$ cat config.mk
export PLATFORM = sky130hd
export DESIGN_NAME = unidade_controle
export DESIGN_NICKNAME = d
export VERILOG_FILES = /design/src/rtl/unidade_controle_pkg.sv /design/src/rtl/unidade_controle_decodificador_3x8.sv /design/src/rtl/unidade_controle.sv
export SDC_FILE = /design/constraint.sdc
export NUM_CORES = 1
export LEC_CHECK = 0
export CAP_MARGIN = 20
export CELL_PAD_IN_SITES_DETAIL_PLACEMENT = 0
export CELL_PAD_IN_SITES_GLOBAL_PLACEMENT = 1
export CORE_MARGIN = 3
export CORE_UTILIZATION = 30
export CTS_BUF_LIST = sky130_fd_sc_hd__clkbuf_8
export DETAILED_ROUTE_END_ITERATION = 8
export PLACE_DENSITY = 0.86
export SLEW_MARGIN = 20
export SYNTH_ARGS = -nofsm -noshare
export SYNTH_HDL_FRONTEND = slang
export SYNTH_SLANG_ARGS = --single-unit
$ cat constraint.sdc
create_clock -name clock -period 3.5 [get_ports clock]
set_input_delay 0.525 -clock clock [delete_from_list [all_inputs] [get_ports clock]]
set_output_delay 0.525 -clock clock [all_outputs]
set_load 0.01 [all_outputs]
$ cat src/rtl/unidade_controle_pkg.sv
// Shared definitions for the multi-cycle processor control unit:
// opcodes, step-state encoding and instruction-register field layout.
package unidade_controle_pkg;

    localparam logic [2:0] OP_MV   = 3'b000;
    localparam logic [2:0] OP_MVI  = 3'b001;
    localparam logic [2:0] OP_ADD  = 3'b010;
    localparam logic [2:0] OP_SUB  = 3'b011;
    localparam logic [2:0] OP_MVNZ = 3'b100;

    // IR occupies the top nine bits of the instruction word
    localparam int IR_MSB = 15;
    localparam int IR_LSB = 7;

    typedef enum logic [1:0] {
        T0 = 2'd0,
        T1 = 2'd1,
        T2 = 2'd2,
        T3 = 2'd3
    } state_t;

    typedef struct packed {
        logic [2:0] iii;
        logic [2:0] xxx;
        logic [2:0] yyy;
    } ir_t;

endpackage

$ cat src/rtl/unidade_controle_decodificador_3x8.sv
// 3-to-8 one-hot decoder with enable; enable low gives all zeros.
// Purely combinational, no latency, no flow control.
module decodificador_3x8 (
    input  logic [2:0] w,
    input  logic       en,
    output logic [7:0] y
);

    always_comb begin
        y = 8'h00;
        if (en) begin
            y = 8'h01 << w;
        end
    end

endmodule

$ cat src/rtl/unidade_controle.sv
// Control-unit FSM: fetches IR from Dado in T0, sequences bus/load/ALU controls over T1..T3.
// Latency: Done one cycle after Run sample (three for add/sub); outputs decode {state, IR, GnZ}.
// No backpressure: Run is honoured only in T0. Optional mvnz via UNIDADE_CONTROLE_MVNZ_EN.
module unidade_controle
    import unidade_controle_pkg::*;
(
    input  logic        clock,
    input  logic        reset,
    input  logic        Run,
    input  logic [15:0] Dado,
    input  logic        GnZ,
    output logic [7:0]  controlReg,
    output logic        Gout,
    output logic        Din,
    output logic [7:0]  Rin,
    output logic        Ain,
    output logic        Gin,
    output logic        AddSub,
    output logic        Done
);

    state_t     state;
    ir_t        ir;
    logic [7:0] x_onehot;
    logic [7:0] y_onehot;
    logic       unused_bits;

`ifdef UNIDADE_CONTROLE_MVNZ_EN
    assign unused_bits = ^Dado[IR_LSB-1:0];
`else
    assign unused_bits = ^{Dado[IR_LSB-1:0], GnZ};
`endif

    decodificador_3x8 u_dec_x (
        .w  (ir.xxx),
        .en (1'b1),
        .y  (x_onehot)
    );

    decodificador_3x8 u_dec_y (
        .w  (ir.yyy),
        .en (1'b1),
        .y  (y_onehot)
    );

    always_ff @(posedge clock or posedge reset) begin
        if (reset) begin
            state <= T0;
            ir    <= '0;
        end else begin
            case (state)
                T0: begin
                    if (Run) begin
                        ir    <= ir_t'(Dado[IR_MSB:IR_LSB]);
                        state <= T1;
                    end
                end
                T1: begin
                    if (ir.iii == OP_ADD || ir.iii == OP_SUB) begin
                        state <= T2;
                    end else begin
                        state <= T0;
                    end
                end
                T2:      state <= T3;
                default: state <= T0;
            endcase
        end
    end

    // Reset forces state to T0, so every output clears without waiting for an edge
    always_comb begin
        controlReg = 8'h00;
        Gout       = 1'b0;
        Din        = 1'b0;
        Rin        = 8'h00;
        Ain        = 1'b0;
        Gin        = 1'b0;
        AddSub     = 1'b0;
        Done       = 1'b0;
        case (state)
            T1: begin
                case (ir.iii)
                    OP_MV: begin
                        controlReg = y_onehot;
                        Rin        = x_onehot;
                        Done       = 1'b1;
                    end
                    OP_MVI: begin
                        Din  = 1'b1;
                        Rin  = x_onehot;
                        Done = 1'b1;
                    end
                    OP_ADD, OP_SUB: begin
                        controlReg = x_onehot;
                        Ain        = 1'b1;
                    end
`ifdef UNIDADE_CONTROLE_MVNZ_EN
                    OP_MVNZ: begin
                        if (GnZ) begin
                            controlReg = y_onehot;
                            Rin        = x_onehot;
                        end
                        Done = 1'b1;
                    end
`endif
                    default: Done = 1'b1;
                endcase
            end
            T2: begin
                controlReg = y_onehot;
                Gin        = 1'b1;
                AddSub     = ir.iii[0];
            end
            T3: begin
                Gout = 1'b1;
                Rin  = x_onehot;
                Done = 1'b1;
            end
            default: ;
        endcase
    end

endmodule

==> qor.yml <==
run_status:
  outcome: "finished, final reports clean"
floorplan:
  ios: 42
  dieArea_sq_um: 3080
  fp.coreArea_sq_um: 2280
  start_util_pct: 32.3
  die_width_um: 55.5
  rows: 17
  die_h_um: 55.5
worst_hold_path:
  hp-start: "state[1]$_DFFE_PP0P_"
  hold_end: "state[1]$_DFFE_PP0P_"
  min_path_type: "flop to flop"
  hold_path_depth: 1
synth:
  synth_edf_count: 0
  yosysUniqueCellTypes: 27
  synth-seq-cells: 11
  synth_ff_type: "dfrtp_1"
  synth_area_leaders: "dfrtp_1 (37%), mux2_2 (14%), ha_1 (8.5%), nor2_1 (5.6%), o32ai_1 (4.8%)"
  syn_avg_cell_area_sq_um: 9.94
  yosysWarnings: 0
  yosysSeqAreaShare_pct: 37.4
  synthCells: 74
  synthesis.nets: 99
  synth_area_sq_um: 736
  synth_top_area_share_pct: 37.4
  synth_commonest_cells: "dfrtp_1 (11), nor2_1 (11), mux2_2 (9)"
  yosys.area.top_type: "dfrtp_1"
  async_flop_share_pct: 100
timing:
  setup_tns_ns: 0
  rsz0062_at_grt: "false"
  setup_violations: 0
  clock.fmax_mhz: 348
  hold_ws_ns: 0.561
  min_period_ns: 2.87
  relSlewSlack_pct: 71.2
  hold_viol: 0
  period_share_pct: 82.1
  worstMarginPinSlew_ns: 0.428
  drv_slew: 0
  fin_skew_ns: 0.00417
global_route:
  grt_use_total_pct: 12.1
  grt_max_degree: 12
  grt-ovfl-total: 0
  first_global_vias: 669
  antenna_found_initial: 0
  grt_pass1_wl_um: 2960
cts:
  cts-root-buf: "clkbuf_8"
  clockBufferDepth: 2
  post_cts_buffers: 0
  cts_sinks: 11
  cts_hold_buf: 0
  cts_repair_resize_count: 0
  clk_pin_slew_ns: 0.05
  numCtsBuffers: 3
  clk_latency_ns: 0.24
  cts_tree: "done"
  htreeDepth: 1
setup_path:
  crit-reg2reg-capture: "ir[7]$_DFFE_PP0P_"
  crit_arrival_ns: 2.35
  worstReg2RegStart: "state[0]$_DFFE_PP0P_"
  rrSetupSlack_ns: 1.92
  reg2reg_depth: 4
  worstSetupStartpointType: "flop"
  endpoint_kind: "primary output"
  worstPathRequired_ns: 2.97
  cp_max_fo: 6
  crit_type: "flop to primary output"
route:
  finalWirelength_um: 1790
  viasPerCell: 5.22
  antenna_left: 0
  wire_per_inst_um: 12.9
  drc_errors: 0
  vias: 725
  drt_iter0_drc: 5
  first_pass_iters: 4
cells_and_area:
  num-fill-cells: 207
  syn_to_final_growth_pct: 55.8
  antenna_cells: 0
  drive_gt1_share_pct: 13.5
  nNetsFinal: 137
placed_design:
  dp_hpwl_um: 1460
  numPortBuffers: 33
  place.gp.congestion: 0.670
pwr:
  vdd_drop_max_v: 0.000391
  p_leak_nw: 0.448
  p_per_area_nw_per_um2: 747
run:
  maxCapViolations: 0
-- critical path: stages (launching register included) --
cell	delay [ns]
dfrtp_1	0.44
inv_1	0.09
ha_1	0.37
or3b_1	0.38
o32ai_1	0.24
clkdlybuf4s50_1	0.58
-- logic make-up (layout without fill, tap and decap cells) --
group                      count (synthesis)  in the layout  share of synthesized area [%]
AOI/OAI and AO/OA                         16             16                           15.1
adders and majority gates                  5              5                           8.50
buffers and inverters                      3             40                           1.53
DFF                                       11             11                           37.4
muxes                                      9              9                           13.8
and+or+nand+nor                           30             30                           23.6
-- through the flow --
step	cell area, sq um	total power, mW	utilization [%]	setup slack [ns]	std cells
after global placement	1100	0.724	48.4	0.858	135
after floorplan	736	0.557	-	1.42	74
final	1150	0.856	50.4	0.625	139
after global routing	1150	0.932	50.4	0.508	139
after CTS	1150	0.864	50.4	0.603	139
after detailed placement	1100	0.737	48.4	0.877	135
-- worst max path at each step --
stage                               from            end  slack (ns)
global route        state[1]$_DFFE_PP0P_  controlReg[4]        0.51
detailed placement  state[0]$_DFFE_PP0P_  controlReg[0]        0.88
finish              state[0]$_DFFE_PP0P_  controlReg[0]        0.63
CTS                 state[0]$_DFFE_PP0P_  controlReg[0]        0.60
global placement    state[0]$_DFFE_PP0P_  controlReg[0]        0.86
floorplan           state[0]$_DFFE_PP0P_  controlReg[0]        1.42
-- area by class of cell --
| class | instances | area [sq um] | share of cell area, % |
|---|---|---|---|
| tap | 28 | 35.0 | 3.06 |
| sequential | 11 | 275 | 24.0 |
| inverter | 3 | 11.3 | 0.983 |
| clock buffer | 3 | 41.3 | 3.60 |
| timing repair buffer | 33 | 330 | 28.8 |
| multi-input combinational | 60 | 449 | 39.2 |
| clock inverter | 1 | 3.75 | 0.328 |
-- sequential cells by signal, indices dropped and copies added (netlist names) --
name,cells
state,2
ir,9
-- power by group --
group	switching [mW]	internal, mW
clock	0.0457	0.0768
combinational	0.207	0.245
sequential	0.0884	0.193
total	0.341	0.515
-- metal layers --
layer / vias up / GRT usage, % / routed length, um / share of wire (%)
met3: 7 / 2.10 / 121 / 6.8
met5: - / 0 / 0 / 0
met2: 33 / 20.1 / 853 / 48
met4: 0 / 7.29 / 45 / 2.5
met1: 333 / 14.4 / 769 / 43
li1: 352 / - / - / -
-- cell usage in the layout (no fill, tap or decap), types with 2 or more instances in the layout --
cell type / count
o21ai_0: 2
mux2_2: 9
inv_1: 4
a31oi_1: 2
clkbuf_8: 3
o22ai_1: 4
nand2_1: 2
nand3b_1: 2
nor2_1: 11
dfrtp_1: 11
o32ai_1: 4
clkdlybuf4s50_1: 33
ha_1: 5
nand2b_1: 3
and2_1: 2
Note: power is estimated with default switching activity, not from simulation.
==> edit 1, RTL diff (same settings) <==
Set the package constant `IR_MSB` to 14 (it was 15).
--- a/src/rtl/unidade_controle_pkg.sv
+++ b/src/rtl/unidade_controle_pkg.sv
@@ -9,7 +9,7 @@
     localparam logic [2:0] OP_MVNZ = 3'b100;
 
     // IR occupies the top nine bits of the instruction word
-    localparam int IR_MSB = 15;
+    localparam int IR_MSB = 14;
     localparam int IR_LSB = 7;
 
     typedef enum logic [1:0] {
Formal check against the unedited RTL: not equivalent (a bounded check fails within 4 cycles, from zero or initial values and one cycle with reset high).
==> edit 1 against the unedited design <==
First-iteration DRC count shrank 40%; routed wire length shrank 9.3%; area after synthesis shrank 10%; power shrank 0.16%; highest routed layer unchanged; worst setup slack gained 0.10 ns; final area shrank 6.6%; sequential cell count shrank 1; hold slack lost 0.021 ns.
==> edit 1: results (changes against the unedited design) <==
stage,metric,value,unit,change
layout,design_area,1070,sq um,was 1150 sq um
critical_path,arrival,2.25,ns,was 2.35 ns
routing,drtIter0Drc,3,,was 5
critical_path,cp_top_family,buffers and inverters,,unchanged
clock_network,insertion_delay,0.23,ns,
critical_path,worstPathMaxFanout,4,,was 6
global_route,grt_util_all_layers,13.0,%,was 12.1%
layout,num-fill-cells,196,,was 207
routing,drt_wl_total,1.62,mm,was 1.79 mm
routing,post_drt_via_cell_ratio,4.89,,was 5.22
global_route,grt_max_degree,11,,was 12
synthesis,netlist_top_cells_area,"dfrtp_1 38%, mux2_2 14%, ha_1 7.6%",,"was dfrtp_1 37%, mux2_2 14%, ha_1 8.5%"
clock_network,cts_buffer_depth,2,,unchanged
critical_path,endpoint,controlReg[0],,unchanged
routing,firstDrtPassIters,2,,was 4
placed_design,post-place-ws,0.969,ns,was 0.877 ns
synthesis,synth_fa_ha_area_share,7.56,%,was 8.50%
timing,whs,0.541,ns,was 0.561 ns
placed_design,place_inst,126,,was 135
layout,drive_above_1_share,15.5,%,was 13.5%
power_and_ir_drop,p_int,0.523,mW,was 0.515 mW
placed_design,port-buffer-count,32,,was 33
routing,routedWlPerCell,12.5,um,was 12.9 um
synthesis,synth_mux_area_share,15.1,%,was 13.8%
timing,finClkSkew,0.000481,ns,was 0.00417 ns
timing,slew_headroom,76.5,%,was 71.2%
synthesis,synthCells,67,,was 74
critical_path,cp-startpoint,state[0],,unchanged
min_path,hp-start,state[0],,was state[1]
synthesis,synth_cell_types,25,,was 27
synthesis,yosysSeqAreaShare,37.8,%,was 37.4%
power_and_ir_drop,ir_drop,400,uV,was 391 uV
global_route,grt_pass1_vias,643,,was 669
critical_path,r2r-end,ir[5],,was ir[7]
synthesis,ys_top_cells_by_count,"10 x dfrtp_1, 8 x mux2_2, 6 x nor2_1",,"was 11 x dfrtp_1, 11 x nor2_1, 9 x mux2_2"
clock_network,cts.htree.levels,1,,unchanged
synthesis,synth_edf_count,0,,unchanged
min_path,hold_path_end,state[1],,unchanged
power_and_ir_drop,power.leakage,0.413,nW,was 0.448 nW
clock_network,cts_setup_buffers,0,,unchanged
power_and_ir_drop,p_seq_share,30.0,%,was 32.8%
global_route,grt-ovfl-total,0,,unchanged
timing,fin_crit_sh,79.3,%,was 82.1%
run_status,status,finished clean,,unchanged
synthesis,synth_compound_area_share,15.7,%,was 15.1%
global_route,grt_pass1_wl,2.67,mm,was 2.96 mm
critical_path,crit_path_max_incr_delay,0.58,ns,about the same
critical_path,r2r_slack,2.01,ns,was 1.92 ns
placed_design,placed_area,1020,sq um,was 1100 sq um
clock_network,clock-root-buffer,clkbuf_8,,unchanged
layout,top_regs,"ir (8), state (2)",,"was ir (9), state (2)"
placed_design,place_hpwl,1.38,mm,was 1.46 mm
power_and_ir_drop,total_power,0.855,mW,was 0.856 mW
power_and_ir_drop,clk-power,0.141,mW,was 0.123 mW
synthesis,synth_nets,91,,was 99
placed_design,gp_congestion,0.780,,was 0.670
layout,diodes,0,,unchanged
[edit 1: cell types whose count changed after synthesis, moves of 2 or more]
| cell | delta |
|---|---|
| nor2_1 | -5 |
| nand2b_1 | +2 |
| nand3b_1 | -2 |
| nor3_1 | +2 |
| o21ai_0 | -2 |
| o21ai_1 | +2 |
[edit 1: cells by family (layout without fill, tap and decap cells)]
kind of cell | after synthesis | count (layout)
adders and majority gates | 4 | 4
muxes | 9 | 9
buffers and inverters | 3 | 39
DFF | 10 | 10
AOI/OAI and AO/OA | 15 | 15
and+or+nand+nor | 26 | 26
[edit 1: layer usage]
layer / global-route usage [%] / vias up / wire length, um
met5: 0 / - / 0
met4: 7.66 / 0 / 28
met3: 2.25 / 3 / 106
met2: 23.8 / 22 / 807
met1: 13.7 / 289 / 681
li1: - / 322 / -
[edit 1: area by class of cell]
cell class                 instances  area share, %
multi-input combinational         54           37.4
timing repair buffer              32           29.9
sequential                        10           23.4
clock buffer                       4           5.14
tap                               27           3.15
inverter                           3           1.05
==> edit 2, RTL diff (same settings) <==
Without the edit above. Re-encode `state_t` (4 states) as Gray code, 2 bits wide.
--- a/src/rtl/unidade_controle_pkg.sv
+++ b/src/rtl/unidade_controle_pkg.sv
@@ -13,10 +13,10 @@
     localparam int IR_LSB = 7;
 
     typedef enum logic [1:0] {
-        T0 = 2'd0,
-        T1 = 2'd1,
-        T2 = 2'd2,
-        T3 = 2'd3
+        T0 = 2'b00,
+        T1 = 2'b01,
+        T2 = 2'b11,
+        T3 = 2'b10
     } state_t;
 
     typedef struct packed {
Behaviour: no difference found for any inputs over 10 cycles, from zero or initial values and one cycle with reset high; not proved beyond that.
==> edit 2 against the unedited design <==
Power decreased by 3.6%; clock skew fell by 0.0028 ns; routed wire length rose by 4.0%; worst setup slack better by 0.088 ns; sequential cell count unchanged; area after synthesis rose by 2.6%; final area is 0.44% higher; die area up 2.3%; largest cell class unchanged.
==> edit 2: results (changes against the unedited design) <==
stage,metric,value,unit,change
synthesis,netlist_top_cells_area,"dfrtp_1 36%, mux2_2 13%, ha_1 6.6%",,"was dfrtp_1 37%, mux2_2 14%, ha_1 8.5%"
placed_design,post-place-ws,0.971,ns,was 0.877 ns
critical_path,crit_path_max_incr_delay,0.60,ns,was 0.58 ns
routing,firstDrtPassIters,4,,unchanged
synthesis,syn_area,754,sq um,was 736 sq um
placed_design,place_hpwl,1.50,mm,was 1.46 mm
global_route,grt_pass1_wl,2.93,mm,was 2.96 mm
clock_network,cts_buffers,3,,unchanged
power_and_ir_drop,power.leakage,0.433,nW,was 0.448 nW
placed_design,place_inst,133,,was 135
critical_path,cp_top_family,buffers and inverters,,unchanged
global_route,antenna_found_initial,0,,unchanged
synthesis,synth_cell_types,28,,was 27
run_status,status,finished clean,,unchanged
global_route,grt_pass1_vias,638,,was 669
timing,finClkSkew,0.00138,ns,was 0.00417 ns
placed_design,gp_congestion,0.808,,was 0.670
power_and_ir_drop,ir_drop,423,uV,was 391 uV
global_route,grt_util_all_layers,11.8,%,was 12.1%
synthesis,ys_top_cells_by_count,"11 x dfrtp_1, 9 x mux2_2",,"was 11 x dfrtp_1, 11 x nor2_1, 9 x mux2_2"
layout,drive_above_1_share,19.3,%,was 13.5%
synthesis,synth_top_flop_cell,dfrtp_1,,unchanged
synthesis,avgSynthCellArea,10.3,sq um,was 9.94 sq um
synthesis,yosysSeqAreaShare,36.5,%,was 37.4%
placed_design,placed_area,1110,sq um,was 1100 sq um
routing,vias,690,,was 725
critical_path,reg2regPathDepth,4,,unchanged
routing,ant_nets,0,,unchanged
global_route,grt_max_degree,12,,unchanged
routing,post_drt_via_cell_ratio,5.04,,was 5.22
layout,top_regs,"ir (9), state (2)",,unchanged
synthesis,synth_nets,97,,was 99
run,maxCapViolCount,0,,unchanged
routing,routedWlPerCell,13.6,um,was 12.9 um
routing,drtIter0Drc,7,,was 5
clock_network,cts-hold-fix-buffers,0,,unchanged
timing,slew_headroom,73.2,%,was 71.2%
critical_path,arrival,2.26,ns,was 2.35 ns
placed_design,port-buffer-count,33,,unchanged
==> edit 2: cell types whose count changed after synthesis, sizes merged, moves of 2 or more <==
cell,delta
nor3,+4
and2,-2
nor2,-6
o21ai,+3
or2b,+2
nand3b,-2
nand2,+2
a31oi,-2
==> edit 2: path summary, 6_finish.rpt <==
kind | start | to | slack [ns]
max | state[1] | controlReg[2] | 0.71
min | ir[3] | ir[3] | 0.57
max reg2reg | state[0] | ir[6] | 1.97
min reg2reg | ir[3] | ir[3] | 0.57
max in group asynchronous | reset | ir[4] | 2.63
min in group asynchronous | reset | state[0] | 0.58
==> edit 2: worst reg2reg max path: cells and delay by family, from the launching register on <==
family	cells	cell delay [ns]
adder cells (fa/ha/maj)	1	0.21
flip-flops	1	0.43
AND/OR/NAND/NOR	1	0.30
multiplexers	1	0.39
buffers and inverters	1	0.09
==> edit 2: logic make-up (layout without fill, tap and decap cells) <==
group           after synthesis  count (layout)  synth area share, %
compound gates               16              16                 14.4
fa+ha+maj                     4               4                 6.63
buf+inv                       4              40                 3.32
flops                        11              11                 36.5
mux                           9               9                 13.4
simple gates                 29              29                 25.7
==> edit 2: cell type report <==
| cell class | count | area [sq um] |
|---|---|---|
| Fill cell | 223 | 1150 |
| Multi-Input combinational cell | 58 | 454 |
| Timing Repair Buffer | 33 | 330 |
| Sequential cell | 11 | 275 |
| Clock buffer | 3 | 41.3 |
| Tap cell | 28 | 35.0 |
| Inverter | 3 | 11.3 |
| Clock inverter | 1 | 3.75 |
==> edit 2: power by group <==
part / internal (mW) / switching, mW
sequential: 0.191 / 0.0969
clock: 0.0767 / 0.0441
combinational: 0.235 / 0.182
==> edit 2: metal layers <==
layer	track usage [%]	vias to the layer above	wire (um)
li1	-	339	-
met1	14.5	325	825
met2	20.0	24	907
met3	1.86	2	107
met4	5.08	0	20
met5	0	-	0
